==> src/rtl/alu_issue_ctrl.sv <==
// Issue controller for the 4-bit ALU: operand register file, 3-cycle IDLE/EXEC/WB
// sequence per instruction, result write-back and locally derived flags.
module alu_issue_ctrl #(
   parameter int DATA_W = 4,
   parameter int REG_AW = 2
) (
   input  logic              clk,
   input  logic              rst,
   input  logic              in_valid,
   output logic              in_ready,
   input  logic [1:0]        in_op,
   input  logic [REG_AW-1:0] in_rd,
   input  logic [REG_AW-1:0] in_rs1,
   input  logic [REG_AW-1:0] in_rs2,
   input  logic [DATA_W-1:0] in_imm,
   output logic [DATA_W-1:0] alu_a,
   output logic [DATA_W-1:0] alu_b,
   output logic [1:0]        alu_op,
   input  logic [DATA_W-1:0] alu_r,
   input  logic              alu_cf,
   output logic              done,
   output logic              flag_cf,
   output logic              flag_zf,
   output logic              flag_sf,
   input  logic [REG_AW-1:0] dbg_addr,
   output logic [DATA_W-1:0] dbg_data
);

   localparam int NREG = 1 << REG_AW;
   localparam logic [1:0] OP_ADD   = 2'b00;
   localparam logic [1:0] OP_LOADI = 2'b11;

   typedef enum logic [1:0] {
      ST_IDLE = 2'd0,
      ST_EXEC = 2'd1,
      ST_WB   = 2'd2
   } state_t;

   state_t              state_r;
   state_t              state_next_s;
   logic                accept_s;
   logic                in_ready_s;
   logic                done_s;

   logic [1:0]          op_r;
   logic [REG_AW-1:0]   rd_r;
   logic [DATA_W-1:0]   imm_r;
   logic [DATA_W-1:0]   res_r;
   logic                cf_r;
   logic [DATA_W-1:0]   alu_a_r;
   logic [DATA_W-1:0]   alu_b_r;
   logic [1:0]          alu_op_r;
   logic                flag_cf_r;
   logic                flag_zf_r;
   logic                flag_sf_r;
   logic [DATA_W-1:0]   regs_r [NREG];

   function automatic logic zero_flag(input logic [DATA_W-1:0] value);
      return (value == {DATA_W{1'b0}});
   endfunction

   function automatic logic sign_flag(input logic [DATA_W-1:0] value);
      return value[DATA_W-1];
   endfunction

   assign accept_s = in_valid && (state_r == ST_IDLE);

   // State register
   always_ff @(posedge clk) begin
      if (rst) begin
         state_r <= ST_IDLE;
      end else begin
         state_r <= state_next_s;
      end
   end

   // Next-state logic: fixed three-cycle occupancy once an instruction is accepted
   always_comb begin
      state_next_s = state_r;
      case (state_r)
         ST_IDLE: begin
            if (accept_s) begin
               state_next_s = ST_EXEC;
            end else begin
               state_next_s = ST_IDLE;
            end
         end
         ST_EXEC: state_next_s = ST_WB;
         ST_WB:   state_next_s = ST_IDLE;
         default: state_next_s = ST_IDLE;
      endcase
   end

   // Output decode: handshake and retire pulse come straight from the state flops
   always_comb begin
      in_ready_s = 1'b0;
      done_s     = 1'b0;
      case (state_r)
         ST_IDLE: in_ready_s = 1'b1;
         ST_EXEC: in_ready_s = 1'b0;
         ST_WB:   done_s     = 1'b1;
         default: begin
            in_ready_s = 1'b0;
            done_s     = 1'b0;
         end
      endcase
   end

   // Instruction latch and ALU operand registers; operands are read at acceptance,
   // which equals the EXEC-cycle register contents since nothing writes in between
   always_ff @(posedge clk) begin
      if (rst) begin
         op_r     <= 2'b00;
         rd_r     <= {REG_AW{1'b0}};
         imm_r    <= {DATA_W{1'b0}};
         alu_a_r  <= {DATA_W{1'b0}};
         alu_b_r  <= {DATA_W{1'b0}};
         alu_op_r <= 2'b00;
      end else if (accept_s) begin
         op_r     <= in_op;
         rd_r     <= in_rd;
         imm_r    <= in_imm;
         alu_a_r  <= regs_r[in_rs1];
         alu_b_r  <= regs_r[in_rs2];
         alu_op_r <= (in_op == OP_LOADI) ? OP_ADD : in_op;
      end else begin
         op_r     <= op_r;
         rd_r     <= rd_r;
         imm_r    <= imm_r;
         alu_a_r  <= alu_a_r;
         alu_b_r  <= alu_b_r;
         alu_op_r <= alu_op_r;
      end
   end

   // Result capture at the end of EXEC
   always_ff @(posedge clk) begin
      if (rst) begin
         res_r <= {DATA_W{1'b0}};
         cf_r  <= 1'b0;
      end else if (state_r == ST_EXEC) begin
         if (op_r == OP_LOADI) begin
            res_r <= imm_r;
            cf_r  <= 1'b0;
         end else begin
            res_r <= alu_r;
            cf_r  <= alu_cf;
         end
      end else begin
         res_r <= res_r;
         cf_r  <= cf_r;
      end
   end

   // Register-file write-back at the end of WB
   always_ff @(posedge clk) begin
      if (rst) begin
         for (int i = 0; i < NREG; i++) begin
            regs_r[i] <= {DATA_W{1'b0}};
         end
      end else if (state_r == ST_WB) begin
         regs_r[rd_r] <= res_r;
      end else begin
         for (int i = 0; i < NREG; i++) begin
            regs_r[i] <= regs_r[i];
         end
      end
   end

   // Flag update; LOADI retires without touching the flags
   always_ff @(posedge clk) begin
      if (rst) begin
         flag_cf_r <= 1'b0;
         flag_zf_r <= 1'b0;
         flag_sf_r <= 1'b0;
      end else if ((state_r == ST_WB) && (op_r != OP_LOADI)) begin
         flag_cf_r <= cf_r;
         flag_zf_r <= zero_flag(res_r);
         flag_sf_r <= sign_flag(res_r);
      end else begin
         flag_cf_r <= flag_cf_r;
         flag_zf_r <= flag_zf_r;
         flag_sf_r <= flag_sf_r;
      end
   end

   assign in_ready = in_ready_s;
   assign done     = done_s;
   assign alu_a    = alu_a_r;
   assign alu_b    = alu_b_r;
   assign alu_op   = alu_op_r;
   assign flag_cf  = flag_cf_r;
   assign flag_zf  = flag_zf_r;
   assign flag_sf  = flag_sf_r;
   assign dbg_data = regs_r[dbg_addr];

endmodule

==> config.mk <==
export PLATFORM = sky130hd
export DESIGN_NAME = alu_issue_ctrl
export DESIGN_NICKNAME = d
export VERILOG_FILES = /design/src/rtl/alu_issue_ctrl.sv
export SDC_FILE = /design/constraint.sdc
export NUM_CORES = 1
export LEC_CHECK = 0
export BUFFER_PORTS_ARGS = -buffer_cell sky130_fd_sc_hd__buf_2
export CAP_MARGIN = 10
export CORE_ASPECT_RATIO = 1.75
export CORE_UTILIZATION = 54
export CTS_CLUSTER_DIAMETER = 100
export DETAILED_ROUTE_END_ITERATION = 7
export GPL_ROUTABILITY_DRIVEN = 0
export PLACE_DENSITY = 0.76
export SETUP_SLACK_MARGIN = 0.4
export SYNTH_ARGS = -nofsm -noshare
export SYNTH_HDL_FRONTEND = slang
export SYNTH_SLANG_ARGS = --single-unit
==> constraint.sdc <==
create_clock -name clk -period 1.75 [get_ports clk]
set_input_delay 0.35 -clock clk [delete_from_list [all_inputs] [get_ports clk]]
set_output_delay 0.35 -clock clk [all_outputs]
set_load 0.02 [all_outputs]
# Yosys cells after proc, flatten, opt, wreduce, memory -nomap -nowiden

Memory sizes are Yosys's and may differ from the RTL's. A register that Yosys moved wholly into a read port is not among the register bits.
Index checks and enable logic that the tools add are counted.

Equal/unequal tests: 6
Muxes and demuxes: 21
Bitwise gates (word level): 4
Reductions and logical operators: 6

Operator list:

| operator             | number |
|---|---|
| $mux W4              | 6 |
| $mux W1              | 12 |
| $eq A2 B2 Y1 const B | 3 |
| $logic_not A4 Y1     | 1 |
| $mux W2              | 2 |
| $or A1 B1 Y1         | 4 |
| $pmux W2 S2          | 1 |
| $reduce_or A4 Y1     | 1 |
| $eq A2 B1 Y1 const B | 1 |
| $logic_and A1 B1 Y1  | 2 |
| $logic_not A2 Y1     | 1 |
| $ne A2 B2 Y1 const B | 1 |
| $reduce_and A2 Y1    | 1 |
| $ne A0 B0 Y1         | 1 |

Flip-flop bits (word level): 20
RAM bits: 16
Input bits: 22
Output and inout bits: 19
Logic and storage cells: 48
Memories kept: 1

Memory list:

| name   | depth | bits a word | rd ports | clocked after memory_dff | wr ports | RTL line | RTL |
|---|---|---|---|---|---|---|---|
| regs_r | 4     | 4           | 3        | 2                        | 4        | 56       | `logic [DATA_W-1:0] regs_r [NREG];` |

# Longest topological paths before layout

Gate-level depths: netlist (run 1).

Word-level depth: 7
Gate-level depth with buffers: 5

# Least setup slack after synthesis (run 1)

No wires, ideal clock.

Path type: reg2reg
Start point: reg state_r[0]
End point: mem regs_r[3][0], enable pin
Library setup time: 0.263 ns
Arrival: 1.154 ns
Required time: 1.487 ns
Path slack: 0.333 ns
Cell stages (with the launch flop): 5
Path buffers: 0
Period minus slack after synthesis: 1.417 ns
Cell sequence: dfxtp_1 > nand2b_4 > inv_4 > and4b_1 > or2_1

RTL lines:

| what                   | RTL line | RTL |
|---|---|---|
| from (decl)            | 39       | `state_t state_r;` |
| from (signal assigned) | 73       | `state_r <= state_next_s;` |
| to (decl)              | 56       |  |

==> flow_summary_export.csv, run 1 <==
group,metric,value,unit
sta,rsz0062_at_grt,"true",
detailed_routing,vias,1608,
placement,place_hpwl,3.19,mm
yosys,syn_area_per_cell,11.0,um^2
die,initial_utilization,56.3,%
min_path,hold_start,"in_op[0]",
yosys,post_synth_num_cell_types,28,
yosys,synth_cells,183,
global_routing,grtUsageTotal,24.3,%
clock_network,clkSinkCount,44,
power_and_ir_drop,p_leak,1.08,nW
clock_network,path_clk_slew,80,ps
detailed_routing,ant_nets,0,
placement,port_buffers,40,
die,core-area,3590,um^2
finish,final_common_cell,"nand2_1",
sta,timing.final.crit_share,100,%
critical_path,startpoint_type,"flip-flop",
global_routing,grt_pass1_vias,1555,
detailed_routing,wl,4.79,mm
min_path,hp-class,"in -> reg",
critical_path,worstReg2RegEnd,"alu_b[1]",
critical_path,path_buf_inv,1,
yosys,synth.cell_area,2020,um^2
clock_network,cts_buffers,5,
detailed_routing,drt_iter0_markers,59,
critical_path,crit_fanout,2,
clock_network,cts-root-buf,"clkbuf_8",
detailed_routing,dr.pass1.iters,4,
finish,fin_nets,267,
clock_network,clock_path_buffers,2,
finish,nFillCells,252,
yosys,ys_warn_count,0,
die,die_h,83.0,um
critical_path,cp.arrival,1400,ps
finish,diodes,0,
die,die_w,48.3,um
critical_path,cp_top_family,"multiplexers",
power_and_ir_drop,ir_drop,797,uV
finish,drive_gt1_share,44.3,%
sta,finalSetupTns,-1.43,ps
yosys,ys_ff_latch,44,
sta,setup_viol,1,
finish,regArea,1050,um^2
critical_path,critPathCaptureType,"output port",
global_routing,grt_pass1_wl,6.76,mm
critical_path,r2r_cells,5,
finish,syn_to_final_growth,30.6,%
global_routing,grt_start_max_net_pins,20,
yosys,synth_nets,205,
yosys,seq_area_frac_synth,51.5,%
placement,place_ws,207,ps
power_and_ir_drop,powerDensity,798,nW/um^2
clock_network,cts_max_level,2,
yosys,synth_edf_count,16,
sta,max-slew-margin-rel,73.5,%
critical_path,worstSetupStartpoint,"regs_r[2][0]",
detailed_routing,via_per_inst,5.51,
finish,utilization,73.5,%
clock_network,cts_tree,"done",
critical_path,cp_slowest_cell,"mux4_2",
critical_path,cp_slowest_stage_delay,510,ps
global_routing,antenna_found_initial,0,
yosys,ys.flop_type,"dfxtp_1",
sta,slew_viol_final,0,
die,die_area,4000,um^2
sta,min_period,1750,ps
critical_path,r2r_start,"regs_r[2][1]",
status,outcome,"finished, violations left",
power_and_ir_drop,totalPowerFinal,2.11,mW
sta,fin_ws,-1.43,ps
placement,placed_cells,263,
critical_path,worstPathCellList,"mux4_2 -> buf_6",
sta,hold_violations,0,
sta,tightest_slew,398,ps
yosys,async_flop_share,0,%
sta,max_clock_freq,0.571,GHz
die,num_io_pins,41,
sta,finClkSkew,12.8,ps
critical_path,worstSetupPathType,"reg -> out",
detailed_routing,drc_errors,0,
clock_network,cts_hold_buf,0,
global_routing,gr-total-overflow,0,
detailed_routing,routedWlPerCell,16.4,um
finish,layout_common_cells,"38 x nand2_1, 35 x buf_2, 26 x dfxtp_1",
finish,multi_input_area,1000,um^2
die,row_count,29,
min_path,holdPathStages,3,
clock_network,clk-insertion-delay-late,300,ps
status,violations,"negative setup slack",
min_path,whs_endpoint,"op_r[0]",
finish,stdcell_count,292,
critical_path,cp.required,1400,ps
flow_run,drv_cap,0,
critical_path,regToRegSetupSlack,310,ps
per-stage QoR:
step	cell area (um^2)	hold slack [ps]
2_1_floorplan	2020	432
3_3_place_gp	2250	437
3_5_place_dp	2250	443
4_1_cts	2480	293
5_1_grt	2640	294
6_report	2640	299
where the power goes:
part           internal [mW]  total, mW  leakage [nW]  switching, mW
clock                  0.280      0.609        0.0422          0.329
sequential              1.11       1.15         0.396         0.0463
combinational          0.172      0.346         0.637          0.175
cell type report:
| cell class | instances | area share, % |
|---|---|---|
| sequential | 44 | 39.7 |
| clock buffer | 7 | 2.89 |
| multi-input combinational | 129 | 37.9 |
| inverter | 1 | 0.237 |
| clock inverter | 1 | 0.189 |
| tap | 46 | 2.18 |
| timing repair buffer | 64 | 16.9 |
flip-flops by register name (all words and copies together) (netlist names):
register	flops
alu_a	4
alu_b	4
alu_op	2
cf_r	1
flag_cf	1
flag_sf	1
flag_zf	1
imm_r	4
op_r	2
rd_r	2
regs_r	16
res_r	4
state_r	2
worst register-to-register path, cell delays in order, from the launching register on:
cell	delay, ps
edfxtp_1	440
buf_6	150
buf_6	100
mux4_2	490
nand2_2	100
a21oi_2	50
cells by family after synthesis:
family / Yosys count / synth area share, %
AOI/OAI and AO/OA: 29 / 7.92
buffers and inverters: 10 / 3.03
DFF: 44 / 51.5
muxes: 12 / 13.4
and+or+nand+nor: 88 / 24.2
synthesized netlist by cell type (2+ instances only):
cell	instances	share of area, %
nand3b_1	2	0.74
mux4_2	12	13
or2_2	3	0.93
buf_2	2	0.50
and2_1	17	5.3
edfxtp_1	16	24
nand3_1	4	0.99
nand2_1	44	8.2
nor4b_4	2	2.4
a311oi_1	4	1.7
a21oi_1	22	5.4
dfxtp_1	28	28
o21ai_0	3	0.74
buf_6	2	1.1
clkbuf_1	3	0.56
nor2_1	7	1.3
worst max-delay path by stage:
stage | slack, ps | depth (start not counted) | end
after global placement | 230 | 3 | dbg_data[2]
after floorplan | 400 | 4 | regs_r[3][0]
after global routing | -10 | 2 | dbg_data[0]
after detailed placement | 210 | 3 | regs_r[0][1]
after CTS | 30 | 2 | dbg_data[3]
final | -1 | 2 | dbg_data[0]
routing by layer:
layer / vias up / GRT usage [%] / wire length, um
li1: 774 / - / -
met1: 774 / 21.0 / 1660
met2: 50 / 47.4 / 2880
met3: 10 / 5.22 / 156
met4: 0 / 7.58 / 92
met5: - / 0 / 0
what timing repair did:
item	in CTS	in global routing
endpoints found under the setup margin	38	31
pin swaps	3	17
endpoints found under the hold margin	0	0
gates resized for setup	16	31
buffers inserted	13	7
cloned	0	1
No activity file was read; power rests on OpenSTA's default activity.
==> run 2, diff against run 1 <==
==> constraint.sdc (replaced) <==
create_clock -name clk -period 1.8 [get_ports clk]
set_input_delay 0.36 -clock clk [delete_from_list [all_inputs] [get_ports clk]]
set_output_delay 0.36 -clock clk [all_outputs]
set_load 0.02 [all_outputs]
==> run 2 against run 1 <==
Net effect:
- the flow now finishes without violations
- count of clock-buffer cells in the layout down 1
- worst setup slack better by 41 ps
- die area is the same
- first-iteration DRC count rose by 8.5%
- non-clock buffer count decreased by 8
- design area is 2.9% lower
- clock skew down 7.8 ps
- via count decreased by 0.19%
==> flow_summary_export.csv, run 2 (synthesis results as in run 1) <==
group,metric,value,unit
power_and_ir_drop,powerDensity,896,nW/um^2
sta,max-slew-margin-rel,76.9,%
sta,max_clock_freq,0.568,GHz
clock_network,clk-insertion-delay-late,290,ps
detailed_routing,vias,1605,
sta,hold_violations,0,
global_routing,grt_pass1_vias,1589,
finish,largest_reg_flops,16,
global_routing,antenna_found_initial,0,
finish,top_register,"regs_r",
detailed_routing,dr.pass1.iters,4,
power_and_ir_drop,power_frac_comb,13.0,%
detailed_routing,routedWlPerCell,16.6,um
die,core-area,3590,um^2
sta,setup_viol,0,
sta,finalSetupTns,0,ps
flow_run,drv_cap,0,
clock_network,cts_hold_buf,0,
placement,port_buffers,40,
power_and_ir_drop,power.internal,1.77,mW
power_and_ir_drop,p_leak,1.03,nW
critical_path,regToRegSetupSlack,390,ps
sta,timing.final.crit_share,97.8,%
sta,min_period,1760,ps
min_path,hp-class,"in -> reg",
die,die_h,83.0,um
finish,fin_nets,259,
die,num_io_pins,41,
critical_path,cp.arrival,1400,ps
detailed_routing,ant_nets,0,
power_and_ir_drop,p_switching,0.524,mW
detailed_routing,wl,4.71,mm
global_routing,grt_start_max_net_pins,24,
critical_path,cp_slowest_stage_delay,510,ps
clock_network,cts_buffers,5,
placement,place_hpwl,3.20,mm
die,die_w,48.3,um
global_routing,grtUsageTotal,25.7,%
die,row_count,29,
die,die_area,4000,um^2
sta,tightest_slew,346,ps
detailed_routing,drc_errors,0,
sta,slew_viol_final,0,
finish,layout_common_cells,"44 x nand2_1, 34 x buf_2, 25 x dfxtp_1",
critical_path,cp_slowest_cell,"mux4_2",
die,initial_utilization,56.3,%
global_routing,grt_pass1_wl,7.12,mm
status,outcome,"completed",
clock_network,clkSinkCount,44,
sta,hold_slack,302,ps
clock_network,cts_tree,"done",
global_routing,gr-total-overflow,0,
critical_path,worstPathCellList,"mux4_2 -> buf_6",
critical_path,worstSetupPathType,"reg -> out",
sta,rsz0062_at_grt,"true",
power_and_ir_drop,switching_share,22.8,%
clock_network,path_clk_slew,80,ps
clock_network,clock_path_buffers,2,
finish,nFillCells,262,
clock_network,cts_max_level,2,
clock_network,cts-root-buf,"clkbuf_8",
finish,drive_gt1_share,37.4,%
finish,stdcell_count,284,
detailed_routing,drt_iter0_markers,64,
power_and_ir_drop,pwr-share-clk,38.3,%
finish,syn_to_final_growth,26.8,%
placement,placed_cells,262,
power_and_ir_drop,ir_drop,1170,uV
finish,diodes,0,
power_and_ir_drop,seqPwrFrac,48.7,%
critical_path,cp.required,1440,ps
sta,finClkSkew,4.98,ps
critical_path,critPathCaptureType,"output port",
critical_path,startpoint_type,"flip-flop",
critical_path,crit_fanout,3,
detailed_routing,via_per_inst,5.65,
finish,final_common_cell,"nand2_1",
-- run 2: changes by cell type in the layout (fill, tap and decap cells not counted), moves of 2 or more --
cell	change
buf_6	-7
a21oi_1	+6
a21oi_2	-6
nand2_1	+6
nand2_4	-4
bufinv_16	+2
nand2_2	-2
or2_4	-2
-- run 2: what timing repair did --
action | CTS | global route
buffers inserted | 11 | 3
setup endpoints to repair | 39 | 36
resized for setup | 14 | 10
pin swaps | 0 | 1
hold endpoints to repair | 0 | 0
gates cloned | 0 | 0
-- run 2: power groups by stage --
stage	logic (mW)	registers, mW	clock network (mW)
final	0.298	1.12	0.880
after global routing	0.324	1.13	0.917
after CTS	0.282	1.12	0.884
after detailed placement	0.248	1.14	0
after global placement	0.241	1.14	0
after floorplan	0.161	1.14	0
-- run 2: path summary, 6_finish.rpt --
path | start | end | depth (start not counted)
setup reg to reg | state_r[0] | regs_r[2][1] | 4
hold / removal | in_imm[2] | imm_r[2] | 3
hold reg to reg | alu_a[2] | alu_a[2] | 2
setup / recovery | regs_r[3][1] | dbg_data[1] | 2
-- run 2: critical path, delay by kind of cell (launching register included) --
family | cells | cell delay [ps]
buffers and inverters | 1 | 150
flip-flops | 1 | 450
multiplexers | 1 | 510
-- run 2: metal layers --
metal	routed length, um	global-route usage, %
met5	0	0
met4	166	13.1
met3	153	5.00
met2	2860	47.4
met1	1530	22.9
-- run 2: layout make-up --
cell class / instances / area [um^2] / share of cell area, %
multi-input cells: 129 / 943 / 36.8
clock inverters: 2 / 60.1 / 2.34
repair buffers: 56 / 374 / 14.6
inverters: 1 / 6.26 / 0.244
clock buffers: 6 / 72.6 / 2.83
well taps: 46 / 57.6 / 2.24
flip-flops and latches: 44 / 1050 / 40.9
-- run 2: stage by stage --
stage	utilization, %	power, mW	area [um^2]	worst slack, ps
6_report	71.4	2.30	2560	40.0
5_1_grt	71.4	2.37	2560	11.7
4_1_cts	70.0	2.29	2510	53.8
3_5_place_dp	62.4	1.39	2240	237
3_3_place_gp	62.4	1.38	2240	264
2_1_floorplan	-	1.31	2020	412
